==> src/rtl/switch_debounce.sv <==
// switch_debounce: synchronizes and debounces a switch vector, committing only patterns held stable.
// Optional SWITCH_DEBOUNCE_PATTERN_FILTER_EN restricts commits to one-hot / one-cold patterns.
module switch_debounce #(
    parameter int                WIDTH           = 5,
    parameter int                SYNC_STAGES     = 2,
    parameter int                DEBOUNCE_CYCLES = 50000,
    parameter logic [WIDTH-1:0]  RESET_VALUE     = '0
) (
    input  logic             clock,
    input  logic             reset_n,
    input  logic [WIDTH-1:0] switch_in,
    output logic [WIDTH-1:0] config_out,
    output logic             config_valid,
    output logic             config_strobe
);
    localparam int            CW  = $clog2(DEBOUNCE_CYCLES);
    localparam logic [CW-1:0] SAT = CW'(DEBOUNCE_CYCLES - 1);

    logic [SYNC_STAGES-1:0][WIDTH-1:0] sync_q;
    logic [WIDTH-1:0] sync, cand_q, cand_d, out_q, out_d;
    logic [CW-1:0]    cnt_q, cnt_d;
    logic             valid_q, valid_d, strobe_q, strobe_d, pat_ok;

    assign sync = sync_q[SYNC_STAGES-1];

`ifdef SWITCH_DEBOUNCE_PATTERN_FILTER_EN
    assign pat_ok = ($countones(cand_q) == 1) || ($countones(~cand_q) == 1);
`else
    assign pat_ok = 1'b1;
`endif

    // Any change restarts the count; a saturated count commits once per new pattern.
    always_comb begin
        cand_d   = cand_q;
        cnt_d    = cnt_q;
        out_d    = out_q;
        valid_d  = valid_q;
        strobe_d = 1'b0;
        if (sync != cand_q) begin
            cand_d = sync;
            cnt_d  = '0;
        end else if (cnt_q != SAT) begin
            cnt_d = cnt_q + 1'b1;
        end else if (pat_ok && ((cand_q != out_q) || !valid_q)) begin
            out_d    = cand_q;
            valid_d  = 1'b1;
            strobe_d = 1'b1;
        end
    end

    always_ff @(posedge clock or negedge reset_n) begin
        if (!reset_n) begin
            sync_q   <= {SYNC_STAGES{RESET_VALUE}};
            cand_q   <= RESET_VALUE;
            cnt_q    <= '0;
            out_q    <= RESET_VALUE;
            valid_q  <= 1'b0;
            strobe_q <= 1'b0;
        end else begin
            sync_q   <= {sync_q[SYNC_STAGES-2:0], switch_in};
            cand_q   <= cand_d;
            cnt_q    <= cnt_d;
            out_q    <= out_d;
            valid_q  <= valid_d;
            strobe_q <= strobe_d;
        end
    end

    assign config_out    = out_q;
    assign config_valid  = valid_q;
    assign config_strobe = strobe_q;
endmodule

==> config.mk <==
export PLATFORM = sky130hd
export DESIGN_NAME = switch_debounce
export DESIGN_NICKNAME = d
export VERILOG_FILES = /design/src/rtl/switch_debounce.sv
export SDC_FILE = /design/constraint.sdc
export NUM_CORES = 1
export LEC_CHECK = 0
export BUFFER_PORTS_ARGS = -buffer_cell sky130_fd_sc_hd__buf_4
export CORE_MARGIN = 5
export CORE_UTILIZATION = 61
export DETAILED_ROUTE_END_ITERATION = 12
export PLACE_DENSITY = 0.9
export SETUP_SLACK_MARGIN = 0.02
export SLEW_MARGIN = 20
export SYNTH_ARGS = -nofsm -noshare
export SYNTH_HDL_FRONTEND = slang
export SYNTH_SLANG_ARGS = --single-unit
==> constraint.sdc <==
create_clock -name clock -period 3.2 [get_ports clock]
set_input_delay 0.48 -clock clock [delete_from_list [all_inputs] [get_ports clock]]
set_output_delay 0.48 -clock clock [all_outputs]
set_load 0.05 [all_outputs]
# After elaboration in Yosys (flattened, before gate mapping)

Cells that the tools add are included.
Widths: inputs -> output; s select.

Register bits after elaboration: 38
Input port bits: 7
Output and inout bits: 7
Word-level logic and storage cells: 22

$add $sub $neg: 1
Equality and inequality tests: 3
Muxes and demuxes: 5
Bitwise operators: 2
Reductions and logical operators: 4

Operator list:

| operator              | count |
|---|---|
| $mux 16               | 2 |
| $add 16x1->16 const B | 1 |
| $ne 16x16->1 const B  | 1 |
| $ne 5x5->1            | 2 |
| $mux 1                | 3 |
| $reduce_and 3->1      | 1 |
| $not 1->1             | 2 |
| $reduce_bool 2->1     | 1 |
| $logic_not 1->1       | 1 |
| $logic_or 1x1->1      | 1 |

# Depth between registers and ports, before layout

Gate-level depths: netlist of run 1.

Word-level depth: 5
Depth in mapped cells: 5
Depth with buffers taken out: 5

# Worst setup path after synthesis of run 1

OpenSTA, ideal clock, no wires.

Path type: register to register
Start: register cnt_q[13]
End: register out_q[2] (netlist: config_out[2])
Setup time: 0.125 ns
Arrival: 1.846 ns
Required time: 3.075 ns
Slack: 1.230 ns
Cell stages (with the launch flop): 5
Path buffers: 0
Clock period less this slack: 1.970 ns
Cells stage by stage: dfrtp_1 or4_4 nor4_4 and3_1 mux2_2

Word-level cells in the longest chain between the ends: 3

RTL lines:

| element                    | line | RTL |
|---|---|---|
| start, declared            | 21   | `logic [CW-1:0] cnt_q, cnt_d;` |
| start signal, assigned     | 62   | `cnt_q <= cnt_d;` |
| $ne 16x16->1               | 42   | `end else if (cnt_q != SAT) begin` |
| $not 1->1 (no line)        | -    |  |
| $reduce_and 3->1 (no line) | -    |  |
| end signal, assigned       | 63   | `out_q <= out_d;` |
| end, declared              | 20   | `logic [WIDTH-1:0] sync, cand_q, cand_d, out_q, out_d;` |

Every way passes these cells.
A chain may end at the register's enable or synchronous reset.

# Worst setup path after layout of run 1

Start: register cnt_q[13]
End: register out_q[4] (netlist: config_out[4])

Same word-level chain as after synthesis.

==> results.txt, run 1 <==
At the end of the flow, the number of nets in the layout was 157. The path depth of the worst reg2reg path came out at 4. During placement, the flow inserted port buffers numbering 13.

Sequential cells were found to cover 59.7% of the synthesized design area. Final count of negative-setup-slack endpoints: 0. After detailed routing, the number of vias per cell comes to 5.91. Layout cell share with drive strength beyond 1: 19.3%. The tools report the violation count after the first detailed-route iteration as 83.

The number of antenna violations at the first check in global routing is 0, and the async set-reset flop share out of synthesis is 100%. The longest clock path from root to sink contains 2 buffers. The run gives 0.34 ns as the insertion delay to the later sink of the worst-skew pair. The endpoint type of the worst setup path is a flop.

Setup repair after global routing left no endpoint under its margin. Clock tree synthesis inserted a total of 5 buffers. The run gives 0 as the final-report hold violation count.

Total power density per cell area: 441 nW/um^2. The tools report the number of resized instances in the post-cts repair step as 0. Combined area of all synthesized cells: 1590 sq um. The kind of critical path was reg2reg.

The commonest cells after synthesis are 38 x sky130_fd_sc_hd__dfrtp_1, 10 x sky130_fd_sc_hd__nor2_1, 10 x sky130_fd_sc_hd__xnor2_1. The maximum fanout encountered on the critical timing path is 7. Top cell family by delay on the critical path: simple AND/OR/NAND/NOR gates. Across the VDD grid, the largest voltage drop is 0.000345 V.

The share of Yosys cell area claimed by the top area cell type came out at 59.7%. For the via count of the first global-routing pass, the log shows 1131. Path type of the worst min-delay path: in2async.

For this block, the routed nets add up to 3070 microns of wire. Sorting the synthesized cells by area gives the leading types as sky130_fd_sc_hd__dfrtp_1 60%, sky130_fd_sc_hd__xnor2_1 5.5%, sky130_fd_sc_hd__xor2_1 4.4%. Number of violations of the max-capacitance limit: 0. After layout, the minimum clock period comes to 2.18 ns. The arrival time of the worst setup path was 2.42 ns; the HPWL after detailed placement was 2150 microns. The congestion estimate from routability-driven global placement came to 0.788. TritonCTS built the clock tree. The share of the synthesized area in compound gates (AO/OA/AOI/OAI) was 5.18%.

From synthesis to final layout, the design area changed by 10.8%. The peak clock frequency supported by timing was 458 MHz; the total number of placement rows was 18. The adder-cell share of the synthesized area is 0.786%.

CTS placed an instance of sky130_fd_sc_hd__clkbuf_4 at the clock tree root. The total power draw was 779 uW; the slew of the pin with the lowest slew margin was 0.544 ns. The core region is 2480 sq um. By area, the combinational part of the netlist is dominated by simple AND/OR/NAND/NOR gates.

The critical path runs through a total of 4 cells. After clock tree synthesis, the clock-pin slew on the worst setup and hold paths is 0.11 ns. Of the total synthesized cell area, the portion taken by XOR and XNOR cells is 9.90%. The die covers 3730 sq um. The run gives 0 ns as the final total negative setup slack. The flow ran to the end, and the final reports show no timing, DRC or antenna violations.

The detail route stage leaves a number of antenna-violating nets equal to 0. The pre-antenna-repair detailed-routing pass consisted of 4 iterations. In this run, post-CTS hold repair placed 0 buffers. Walking the worst path, the cells encountered are or4_4 > nor4_4 > and3_1 > mux2_2. By instance count, the leading cell after synthesis is sky130_fd_sc_hd__dfrtp_1. Launch instance of the worst register-to-register path: cnt_q[13]. The share of synthesized cell area in and, or, nand and nor gates was 18.1%; the die boundary height was 61.1 microns. The analysis attributes to cell leakage a power of 0.759 nW.

The worst path uses 68.3% of the clock period. When the netlist entered floorplanning its net count stood at 143. The count of flip-flops with a built-in enable after synthesis was 0.

On the worst path, the slowest cell contributes a delay of 0.57 ns. The tools report the number of slew-limit violations in the final report as 0. Data on the critical path is required at its endpoint by 3.43 ns. The number of sinks driven by the clock tree came out at 38. Counting both buffers and inverters, the worst setup path holds a total of 0.

The run gives 0 as the number of warnings printed during yosys synthesis. The library cell with the largest summed area after synthesis is sky130_fd_sc_hd__dfrtp_1. Entering global routing, the biggest net connects 39 pins. In the global route stage, overall resource usage came out at 19.9%. For this run, the leading register cell type out of synthesis is sky130_fd_sc_hd__dfrtp_1. The initial utilization of the core area, before any placement, comes to 64.3%.

Across all register-to-register paths, the minimum setup slack is 1.02 ns. The global-route wire length before repair was 5220 microns; the via count was 1063. During I/O placement, the number of pins put on the boundary was 14. The repair_antennas step left the layout with diodes totalling 0. Each instance of the synthesized netlist takes up on average 11.8 sq um. For this run the aggregate overflow at the end of global routing stands at 0. The number of synthesized register bits came out at 38. Dividing the detail-routed wire length by the instance count gives 17.0 microns. The multiplexer fraction of the synthesized cell area came out at 4.16%. The max-slew headroom at the worst pin was 63.6%. The tools report the final design utilization as 71.3%. The number of distinct library cells after synthesis came out at 30. The slowest stage cell on the critical path is sky130_fd_sc_hd__or4_4.

The worst register-to-register path ends at config_out[4]. For the synthesized netlist cell count, the log shows 135. In the routed design, unresolved DRC markers number 0. The setup skew after layout was 0.0120 ns; the die width was 61.1 microns. STA classifies the critical path startpoint as a flop. The CTS H-tree depth was 2.

The tools report the post-CTS repair timing setup buffer count as 0.
-- routing by layer --
layer	GRT usage, %	vias up	share of wire (%)
met5	0	-	0
met4	11.1	0	0.95
met3	4.61	4	4.6
met2	31.6	30	53
met1	25.1	538	41
li1	-	491	-
-- sequential cells by signal, indices dropped and copies added, names as in the netlist --
signal         cells
sync_q             5
cnt_q             16
config_out         5
sync               5
config_strobe      1
cand_q             5
config_valid       1
-- layout by cell type, fill, tap and decap left out, drive strengths merged --
cell and count:
and4 1, nor4 2, clkinv 1, buf 13, nand4 4, nand4bb 1
xor2 8, clkbuf 7, inv 3, or4 3, xnor2 10, nand3 4
or3 4, nor2 10, nor4b 1, ha 1, or2 2, dfrtp 38
o2111ai 1, mux2 5, or4b 1, nand2 9, nor3 3, a21oi 7
o31ai 1, and3 3, o21ai 5, mux2i 1, nand4b 1
-- how the worst max path moves through the flow --
stage / start / to / slack [ns]
after CTS: cnt_q[13] / config_out[4] / 1.04
after floorplan: cnt_q[13] / config_out[2] / 1.23
final: cnt_q[13] / config_out[4] / 1.02
after global placement: cnt_q[13] / config_out[3] / 1.16
after detailed placement: cnt_q[13] / config_out[4] / 1.06
after global routing: cnt_q[13] / config_out[4] / 0.94
-- metrics by stage --
step	cell area (sq um)	std cells	setup WS (ns)	hold WS [ns]
final	1770	180	1.02	0.0833
after global routing	1770	180	0.942	0.108
after CTS	1770	180	1.04	0.0918
after detailed placement	1710	172	1.06	0.335
after global placement	1710	172	1.16	0.332
after floorplan	1590	135	1.23	0.184
-- where the power goes --
group	internal, mW	total, mW	switching, mW
combinational	0.0106	0.0273	0.0167
sequential	0.490	0.498	0.00794
clock	0.107	0.254	0.148
total	0.607	0.779	0.172
-- cells by family after synthesis --
family,count (synthesis)
AO/OA/AOI/OAI,14
XOR/XNOR,18
AND/OR/NAND/NOR,49
flip-flops,38
buffers and inverters,9
adder cells (fa/ha/maj),1
multiplexers,6
-- final cells by class --
class                   instances  area, sq um
clock inverters                 1         5.00
inverters                       3         11.3
fillers                       175          712
well taps                      30         37.5
multi-input cells              88          608
clock buffers                   7         55.1
repair buffers                 13         97.6
flip-flops and latches         38          951
-- worst register-to-register path, delay by kind of cell, from the launching register on --
family / cells / cell delay [ns]
AND/OR/NAND/NOR: 3 / 1.27
flip-flops: 1 / 0.45
multiplexers: 1 / 0.36
(Power assumes the default switching activity.)
==> run 2: changes to the inputs <==
--- a/config.mk
+++ b/config.mk
@@ -5,11 +5,12 @@
 export SDC_FILE = /design/constraint.sdc
 export NUM_CORES = 1
 export LEC_CHECK = 0
+export ABC_AREA = 1
 export BUFFER_PORTS_ARGS = -buffer_cell sky130_fd_sc_hd__buf_4
 export CORE_MARGIN = 5
-export CORE_UTILIZATION = 61
+export CORE_UTILIZATION = 52
 export DETAILED_ROUTE_END_ITERATION = 12
-export PLACE_DENSITY = 0.9
+export PLACE_DENSITY = 0.83
 export SETUP_SLACK_MARGIN = 0.02
 export SLEW_MARGIN = 20
 export SYNTH_ARGS = -nofsm -noshare
==> constraint.sdc (replaced) <==
create_clock -name clock -period 1.9 [get_ports clock]
set_input_delay 0.285 -clock clock [delete_from_list [all_inputs] [get_ports clock]]
set_output_delay 0.285 -clock clock [all_outputs]
set_load 0.05 [all_outputs]
==> results.txt, run 2 <==
Number of distinct library cells after synthesis: 23 (-23%). The synthesized design spends more area on one cell type than any other, namely sky130_fd_sc_hd__dfrtp_1. The run gives 0 (unchanged) as the number of antenna violations at the first check in global routing. The number of synthesized register bits came out at 38 (unchanged). The worst hold path cell count was 0; the proportion of synthesized chip area in sequential cells was 54.8% (-4.9 points).

The logs give 0.358 ns (+0.275 ns) for the worst hold slack and 1420 microns (-13%) for the routed length on met2. The max-slew headroom at the worst pin is 70.3% (+6.7 points). The logs give 0 (unchanged) for the number of warnings printed during yosys synthesis and 84 (+1.2%) for the violation count after the first detailed-route iteration. The logs give 0.000464 V (+34%) for the worst voltage drop across the vdd grid and 0 ns (unchanged) for the final total negative setup slack. The launch instance of the worst register-to-register path was cand_q[1]. The slew of the pin with the lowest slew margin was 0.445 ns (-0.0995 ns); the number of violations of the max-capacitance limit was 0 (unchanged). Number of buffers created by CTS: 5 (unchanged). The insertion delay to the later sink of the worst-skew pair is 0.36 ns (+0.02 ns).

The routability congestion estimate from global placement is 0.775 (-1.6%). The maximum number of pins on one net before global-route repair is 39 (unchanged). Walking the worst path, the cells encountered are xnor2_1 > nand2_1 > nor2_4 > inv_1 > nor3_1. After detailed routing, no signal wire sits above met4.

The combined area of all synthesized cells is 1730 sq um (+8.9%). The die width is 67.8 microns (+11%). Endpoint type of the worst setup path: a flop. The time the worst path needs with I/O delays and setup was 1.57 ns (-0.615 ns); the number of optimization iterations in the first detailed-route pass was 4 (unchanged). The tools report the global-route wire length before repair as 5380 microns (+3.0%). Maximum fanout encountered on the critical timing path: 19 (+12).

The starting density of the core came out at 52.8% (-11 points). The worst stage delay on the critical path was 0.44 ns (-0.13 ns). In this run the critical register-to-register path is captured at cnt_q[0]. The worst setup path is of the reg2reg kind. The tools report the number of filler cells placed in the layout as 299 (+71%). TritonCTS built the clock tree. The net count of the mapped netlist was 207 (+45%).

Count of buffers inserted at the top-level ports: 13 (unchanged). The post-CTS repair timing setup buffer count is 0 (unchanged), and the met3 routed wirelength is 107 microns (-25%). Among cell families on the critical path, the largest total delay comes from simple AND/OR/NAND/NOR gates. The reported leakage power is 0.950 nW (+25%). The flip-flop count of the largest register, all copies and words added was 16 (unchanged); the final-report hold violation count was 0 (unchanged). The routed via count divided by cell count was 4.95 (-16%); the die boundary height was 67.8 microns (+11%). Count of flip-flops with a built-in enable after synthesis: 0 (unchanged). The kind of launch point of the worst setup path was a flop. The layout cell share with drive strength beyond 1 works out to 16.8% (-2.5 points). The register bank with the most flops is cnt_q. In the layout the commonest cells are 52 x sky130_fd_sc_hd__nand2_1, 38 x sky130_fd_sc_hd__dfrtp_1, 24 x sky130_fd_sc_hd__inv_1.

After synthesis, the most frequently instantiated cells are 52 x sky130_fd_sc_hd__nand2_1, 38 x sky130_fd_sc_hd__dfrtp_1, 24 x sky130_fd_sc_hd__inv_1. The flow ran to the end, and the final reports show no timing, DRC or antenna violations. The clock transition at the registers of the reported paths is 0.11 ns (about the same).

The end of the worst hold path is sync[3]. The tools report the number of slew-limit violations in the final report as 0 (unchanged). The sum of buffers and inverters on the critical path is 1 (+1), and the number of sinks driven by the clock tree is 38 (unchanged). Total power density per cell area: 679 nW/um^2 (+54%).

The detailed-route wire length is 3090 microns (+0.68%). Number of resized instances in the post-cts repair step: 0 (unchanged). The slowest stage cell on the critical path is sky130_fd_sc_hd__dfrtp_1. The tools report the final count of negative-setup-slack endpoints as 0 (unchanged).

The antenna diode count is 0 (unchanged). Setup repair after global routing left no endpoint under its margin. The area enclosed by the die boundary is 4590 sq um (+23%), and the length of routed wiring on met1 is 1450 microns (+16%). The worst hold path begins at sync_q[3]. Peak clock frequency supported by timing: 637 MHz (+39%). The async set-reset flop share out of synthesis is 100% (unchanged). Most common library cell in the layout ignoring fill and taps: sky130_fd_sc_hd__nand2_1. The run gives 2.17 ns (-1.26 ns) as the worst endpoint required time.

In the post-synthesis netlist, the biggest area contributors are sky130_fd_sc_hd__dfrtp_1 55%, sky130_fd_sc_hd__nand2_1 11%, sky130_fd_sc_hd__inv_1 5.2%. The leading register cell type out of synthesis is sky130_fd_sc_hd__dfrtp_1. The clock root buffer master is sky130_fd_sc_hd__clkbuf_4. The final routed wire length divided by cell count is 11.6 microns (-32%). The tools report the total number of placement rows as 21 (+3).

The post-route clock period utilization is 82.7% (+14 points), and the net count reported at finish is 227 (+45%). The remaining design rule violation count came out at 0 (unchanged). The share of Yosys cell area claimed by the top area cell type was 54.8% (-4.9 points). The synthesized netlist cell count was 199 (+47%); the arrival time of the worst setup path was 1.84 ns (-0.58 ns). Path depth of the worst reg2reg path: 5 (+1).

The most common cell in the synthesized netlist is sky130_fd_sc_hd__nand2_1. The number of top-level pins is 14 (unchanged). The logs give 2 (unchanged) for the maximum buffer depth of the clock tree and 0 (unchanged) for the total congestion overflow.

The final antenna-violating net count came out at 0 (unchanged). The HPWL after detailed placement is 2240 microns (+4.2%), and the register-to-register path setup slack is 0.33 ns (-0.69 ns). The run gives 3280 sq um (+33%) as the area of the core. The combined global-route utilization of all metal layers was 16.3% (-3.6 points).

The tightest min-delay check is of the reg2reg type. The average instance area after synthesis is 8.71 sq um (-26%), and the area added between synthesis and finish is 14.4%. The tools report the setup skew after layout as 0.0118 ns (-0.000200 ns). The tools report the CTS H-tree depth as 2 (unchanged). The logs give 1209 (+6.9%) for the via count of the first global-routing pass and 1318 (+24%) for the via count.
## run 2: cell types whose count changed in the layout (fill, tap and decap cells not counted), moves of 6 or more
cell and delta:
sky130_fd_sc_hd__dlygate4sd3_1 +6, sky130_fd_sc_hd__inv_1 +21, sky130_fd_sc_hd__nand2_1 +43, sky130_fd_sc_hd__nor2_1 +9, sky130_fd_sc_hd__xnor2_1 -6, sky130_fd_sc_hd__xor2_1 -6
## run 2: per-stage QoR
| stage | instances | setup slack (ns) | total power, mW | utilization [%] | instance area [sq um] |
|---|---|---|---|---|---|
| 5_1_grt | 266 | 0.174 | 1.42 | 60.4 | 1980 |
| 3_3_place_gp | 252 | 0.406 | 0.904 | 56.6 | 1860 |
| 4_1_cts | 261 | 0.319 | 1.36 | 58.9 | 1930 |
| 6_report | 266 | 0.330 | 1.35 | 60.4 | 1980 |
| 3_5_place_dp | 252 | 0.369 | 0.907 | 56.6 | 1860 |
| 2_1_floorplan | 199 | 0.509 | 0.879 | - | 1730 |
## run 2: how the worst max path moves through the flow
stage	to	from	slack [ns]	depth (start not counted)
floorplan	config_out[0]	config_out[2]	0.51	8
global placement	config_out[1]	cnt_q[0]	0.41	8
detailed placement	cnt_q[0]	cand_q[1]	0.37	5
CTS	cnt_q[0]	cand_q[1]	0.32	5
global route	cnt_q[0]	cand_q[1]	0.17	5
finish	cnt_q[0]	cand_q[1]	0.33	5
## run 2: kinds of logic (layout without fill, tap and decap cells)
kind of cell | Yosys count | count (layout) | share of synthesized area (%)
buffers and inverters | 33 | 54 | 7.58
adders and majority gates | 1 | 1 | 0.721
AOI/OAI and AO/OA | 21 | 21 | 6.42
and+or+nand+nor | 100 | 100 | 27.4
xor gates and xnor gates | 6 | 6 | 3.03
DFF | 38 | 38 | 54.8
## run 2: what timing repair did
item                                    CTS  global route
hold buffers                              1             5
endpoints found under the setup margin    0             0
endpoints found under the hold margin    38             5
## run 2: cell type report
type                            count  area [sq um]  area share (%)
Clock buffer                        6          51.3            2.59
Clock inverter                      2          12.5           0.631
Inverter                           27           101            5.11
Multi-Input combinational cell    128           652            32.9
Sequential cell                    38           951            47.9
Tap cell                           46          57.6            2.90
Timing Repair Buffer               19           158            7.95
## run 2: routing by layer
metal | vias up | GRT usage (%)
li1 | 665 | -
met1 | 623 | 21.1
met2 | 20 | 23.3
met3 | 10 | 5.66
met4 | 0 | 9.62
met5 | - | 0
## run 2: power breakdown
group	internal, mW	switching [mW]	leakage [nW]
clock	0.178	0.269	0.0343
sequential	0.825	0.0127	0.496
combinational	0.0279	0.0339	0.420
total	1.03	0.316	0.950
==> run 3: changes to the inputs <==
--- a/config.mk
+++ b/config.mk
@@ -8,9 +8,9 @@
 export ABC_AREA = 1
 export BUFFER_PORTS_ARGS = -buffer_cell sky130_fd_sc_hd__buf_4
 export CORE_MARGIN = 5
-export CORE_UTILIZATION = 52
+export CORE_UTILIZATION = 58
 export DETAILED_ROUTE_END_ITERATION = 12
-export PLACE_DENSITY = 0.83
+export PLACE_DENSITY = 0.87
 export SETUP_SLACK_MARGIN = 0.02
 export SLEW_MARGIN = 20
 export SYNTH_ARGS = -nofsm -noshare
==> constraint.sdc (replaced) <==
create_clock -name clock -period 1.5 [get_ports clock]
set_input_delay 0.225 -clock clock [delete_from_list [all_inputs] [get_ports clock]]
set_output_delay 0.225 -clock clock [all_outputs]
set_load 0.05 [all_outputs]
==> results.txt, run 3 (synthesis results as in run 2) <==
The flow ran to the end, and the final reports show no timing, DRC or antenna violations. The logs give 2 (unchanged) for the CTS H-tree depth and 38 (unchanged) for the number of sinks driven by the clock tree. The internal power summed over all cells came out at 1.32 mW (+28%). The clock transition at the registers of the reported paths works out to 0.11 ns (about the same). Arrival time of the worst setup path: 1.78 ns (-0.06 ns).

The tools report the number of top-level pins as 14 (unchanged). Net switching power of the design: 438 uW (+39%). The critical hold path startpoint is sync_q[0]. The final cell area excluding filler cells is 2230 sq um (+13%), and the via count of the first global-routing pass is 1292 (+6.9%).

The tools report the final design utilization as 79.7% (+19 points). The worst hold slack came out at 0.360 ns (+0.00147 ns). The slew of the pin with the lowest slew margin was 0.452 ns (+0.00676 ns). The global-route wire length before repair is 5460 microns (+1.5%), and the number of buffers created by CTS is 5 (unchanged). The setup skew after layout was 0.0132 ns (+0.00149 ns); the proportion of power drawn by flip-flops and latches was 60.1% (-2.1 points). The remaining design rule violation count is 0 (unchanged). Post-route clock period utilization: 99.3% (+17 points). For the register-to-register path setup slack, the log shows 0.01 ns (-0.32 ns). The kind of critical path is reg2reg.

The final count of negative-setup-slack endpoints was 0 (unchanged). The die width is 64.7 microns (-4.5%). The maximum fanout encountered on the critical timing path works out to 5 (-14).

The path class of the tightest hold or removal check is reg2reg. The final routed wire length divided by cell count is 15.1 microns (+30%). Traced cell by cell, the critical path runs through inv_1 > nand2_1 > nand2_1 > nand3_4 > nor2_4 > buf_4 > o21ai_0 > a21oi_1. The detailed-route wire length came out at 4160 microns (+35%). The HPWL after detailed placement was 2200 microns (-1.8%). For this design, the slowest cell found on the critical path is sky130_fd_sc_hd__dfrtp_1.

The total power density per cell area came out at 788 nW/um^2 (+16%). The run gives 252 (+11%) as the net count reported at finish. Count of buffers inserted at the top-level ports: 13 (unchanged). The total power draw came out at 1.76 mW (+31%). The cell seen most often among critical-path stages was sky130_fd_sc_hd__nand2_1.

The worst stage delay on the critical path was 0.43 ns (about the same); the area added between synthesis and finish was 28.9%. The post-route worst setup slack was 0.0104 ns (-0.319 ns). The logs give 0 (unchanged) for the number of antenna violations at the first check in global routing and 2810 sq um (-15%) for the area of the core. Die boundary height: 64.7 microns (-4.5%). The launch instance of the worst register-to-register path was cand_q[4].

The starting density of the core is 61.8% (+9.0 points), and the worst endpoint required time is 1.79 ns (-0.38 ns). The number of filler cells placed in the layout was 174 (-42%). The insertion delay to the later sink of the worst-skew pair was 0.37 ns (about the same); the worst voltage drop across the vdd grid was 0.000732 V (+58%).

The worst hold path cell count was 0 (unchanged); the worst setup slack after placement was -0.00994 ns (-0.379 ns). The final antenna-violating net count is 0 (unchanged), and the flip-flop count of the largest register, all copies and words added is 16 (unchanged). The reported leakage power was 1.11 nW (+17%). In this run the clock root is driven by a sky130_fd_sc_hd__clkbuf_4. The tools report the peak clock frequency supported by timing as 671 MHz (+5.4%). For the routability congestion estimate from global placement, the log shows 0.806 (+4.0%). The top cell types in the final layout, fill and taps aside, are 49 x sky130_fd_sc_hd__nand2_1, 38 x sky130_fd_sc_hd__dfrtp_1, 37 x sky130_fd_sc_hd__buf_4.

TritonCTS built the clock tree. Leaving out fill and tap cells, the most frequent cell in the layout is sky130_fd_sc_hd__nand2_1. The run gives 39 (unchanged) as the maximum number of pins on one net before global-route repair. The worst register-to-register path ends at cnt_q[5]. The tools report the endpoint type of the worst setup path as a flop. The path depth of the worst reg2reg path works out to 8 (+3). The sequential cell area in the final layout is 951 sq um (unchanged), and the cell area reported after detailed placement is 1880 sq um (+1.0%). The time the worst path needs with I/O delays and setup came out at 1.49 ns (-0.0808 ns). The logs give 0 (unchanged) for the number of violations of the max-capacitance limit and 2 (unchanged) for the maximum buffer depth of the clock tree. The via count was 1481 (+12%).

The run gives 739 sq um (+13%) as the area used by multi-input combinational logic. Combined global-route utilization of all metal layers: 17.2% (+0.90 points). The share of total power in combinational logic is 6.6% (+2.0 points), and the routed via count divided by cell count is 5.37 (+8.3%).

The max-slew headroom at the worst pin came out at 69.9% (-0.45 points). The tools report the total number of placement rows as 19 (-9.5%). The run gives 0 (unchanged) as the final-report hold violation count. The number of slew-limit violations in the final report came out at 0 (unchanged). The antenna diode count was 0 (unchanged). The layout cell share with drive strength beyond 1 came out at 31.0% (+14 points). The area enclosed by the die boundary was 4180 sq um (-8.9%); the fraction of power consumed by the clock network was 33.3% (about the same).

End of the worst hold path: sync[0]. Switching fraction of total power: 24.8% (+1.4 points). Ranked by flip-flop count, first place goes to cnt_q. STA classifies the critical path startpoint as a flop. The total congestion overflow was 0 (unchanged); the violation count after the first detailed-route iteration was 161 (+92%). The number of optimization iterations in the first detailed-route pass was 7 (+3).
run 3: cell types whose count changed in the layout (fill, tap and decap cells not counted), moves of 2 or more:
cell	delta
sky130_fd_sc_hd__buf_4	+24
sky130_fd_sc_hd__inv_1	-4
sky130_fd_sc_hd__inv_2	+3
sky130_fd_sc_hd__nand2_1	-3
sky130_fd_sc_hd__nand2_2	+2
sky130_fd_sc_hd__nand3_2	-2
sky130_fd_sc_hd__nand3_4	+3
sky130_fd_sc_hd__nor2_1	-4
sky130_fd_sc_hd__nor2_2	+4
run 3: area by class of cell:
class	instances	share of cell area, %
Multi-Input combinational cell	129	33.1
Sequential cell	38	42.6
Clock inverter	2	0.560
Tap cell	31	1.74
Inverter	27	4.65
Clock buffer	6	2.30
Timing Repair Buffer	43	15.1
run 3: worst max-delay path by stage:
stage | from | end | slack [ns] | cells after the start
floorplan | config_out[2] | config_out[0] | 0.11 | 8
global placement | cnt_q[0] | config_out[1] | 0.08 | 8
detailed placement | cnt_q[0] | config_out[3] | -0.01 | 8
CTS | cnt_q[0] | config_out[3] | 0.04 | 8
global route | cand_q[4] | cnt_q[5] | -0.08 | 8
finish | cand_q[4] | cnt_q[5] | 0.01 | 8
run 3: stage by stage:
stage | std cells | TNS [ns]
after floorplan | 199 | 0
after global placement | 242 | 0
after detailed placement | 242 | -0.00994
after CTS | 258 | 0
after global routing | 276 | -0.167
final | 276 | 0
run 3: metal layers:
layer  up-vias  share of wire (%)  global-route usage (%)
li1        714                  -                       -
met1       682                 40                    21.4
met2        75                 49                    26.4
met3        10                8.3                    6.04
met4         0                1.9                    8.97
met5         -                  0                       0
run 3: power groups by stage:
| stage | Combinational, mW | Clock, mW | Sequential (mW) |
|---|---|---|---|
| 2_1_floorplan | 0.0368 | 0 | 1.08 |
| 3_5_place_dp | 0.0782 | 0 | 1.08 |
| 5_1_grt | 0.128 | 0.640 | 1.06 |
| 6_report | 0.115 | 0.587 | 1.06 |
| 3_3_place_gp | 0.0763 | 0 | 1.08 |
| 4_1_cts | 0.0918 | 0.580 | 1.06 |
run 3: what timing repair did:
action | in CTS | in global routing
buffers inserted | 2 | 17
pin swaps | 0 | 8
hold buffers | 6 | 0
gates cloned | 0 | 1
gates resized for setup | 1 | 21
endpoints found under the hold margin | 43 | 0
setup endpoints to repair | 5 | 17
run 3: critical path: cells and delay by family (launching register included):
kind | cells | cell delay, ns
AO/OA/AOI/OAI | 2 | 0.29
flip-flops | 1 | 0.43
buffers and inverters | 2 | 0.23
AND/OR/NAND/NOR | 4 | 0.48
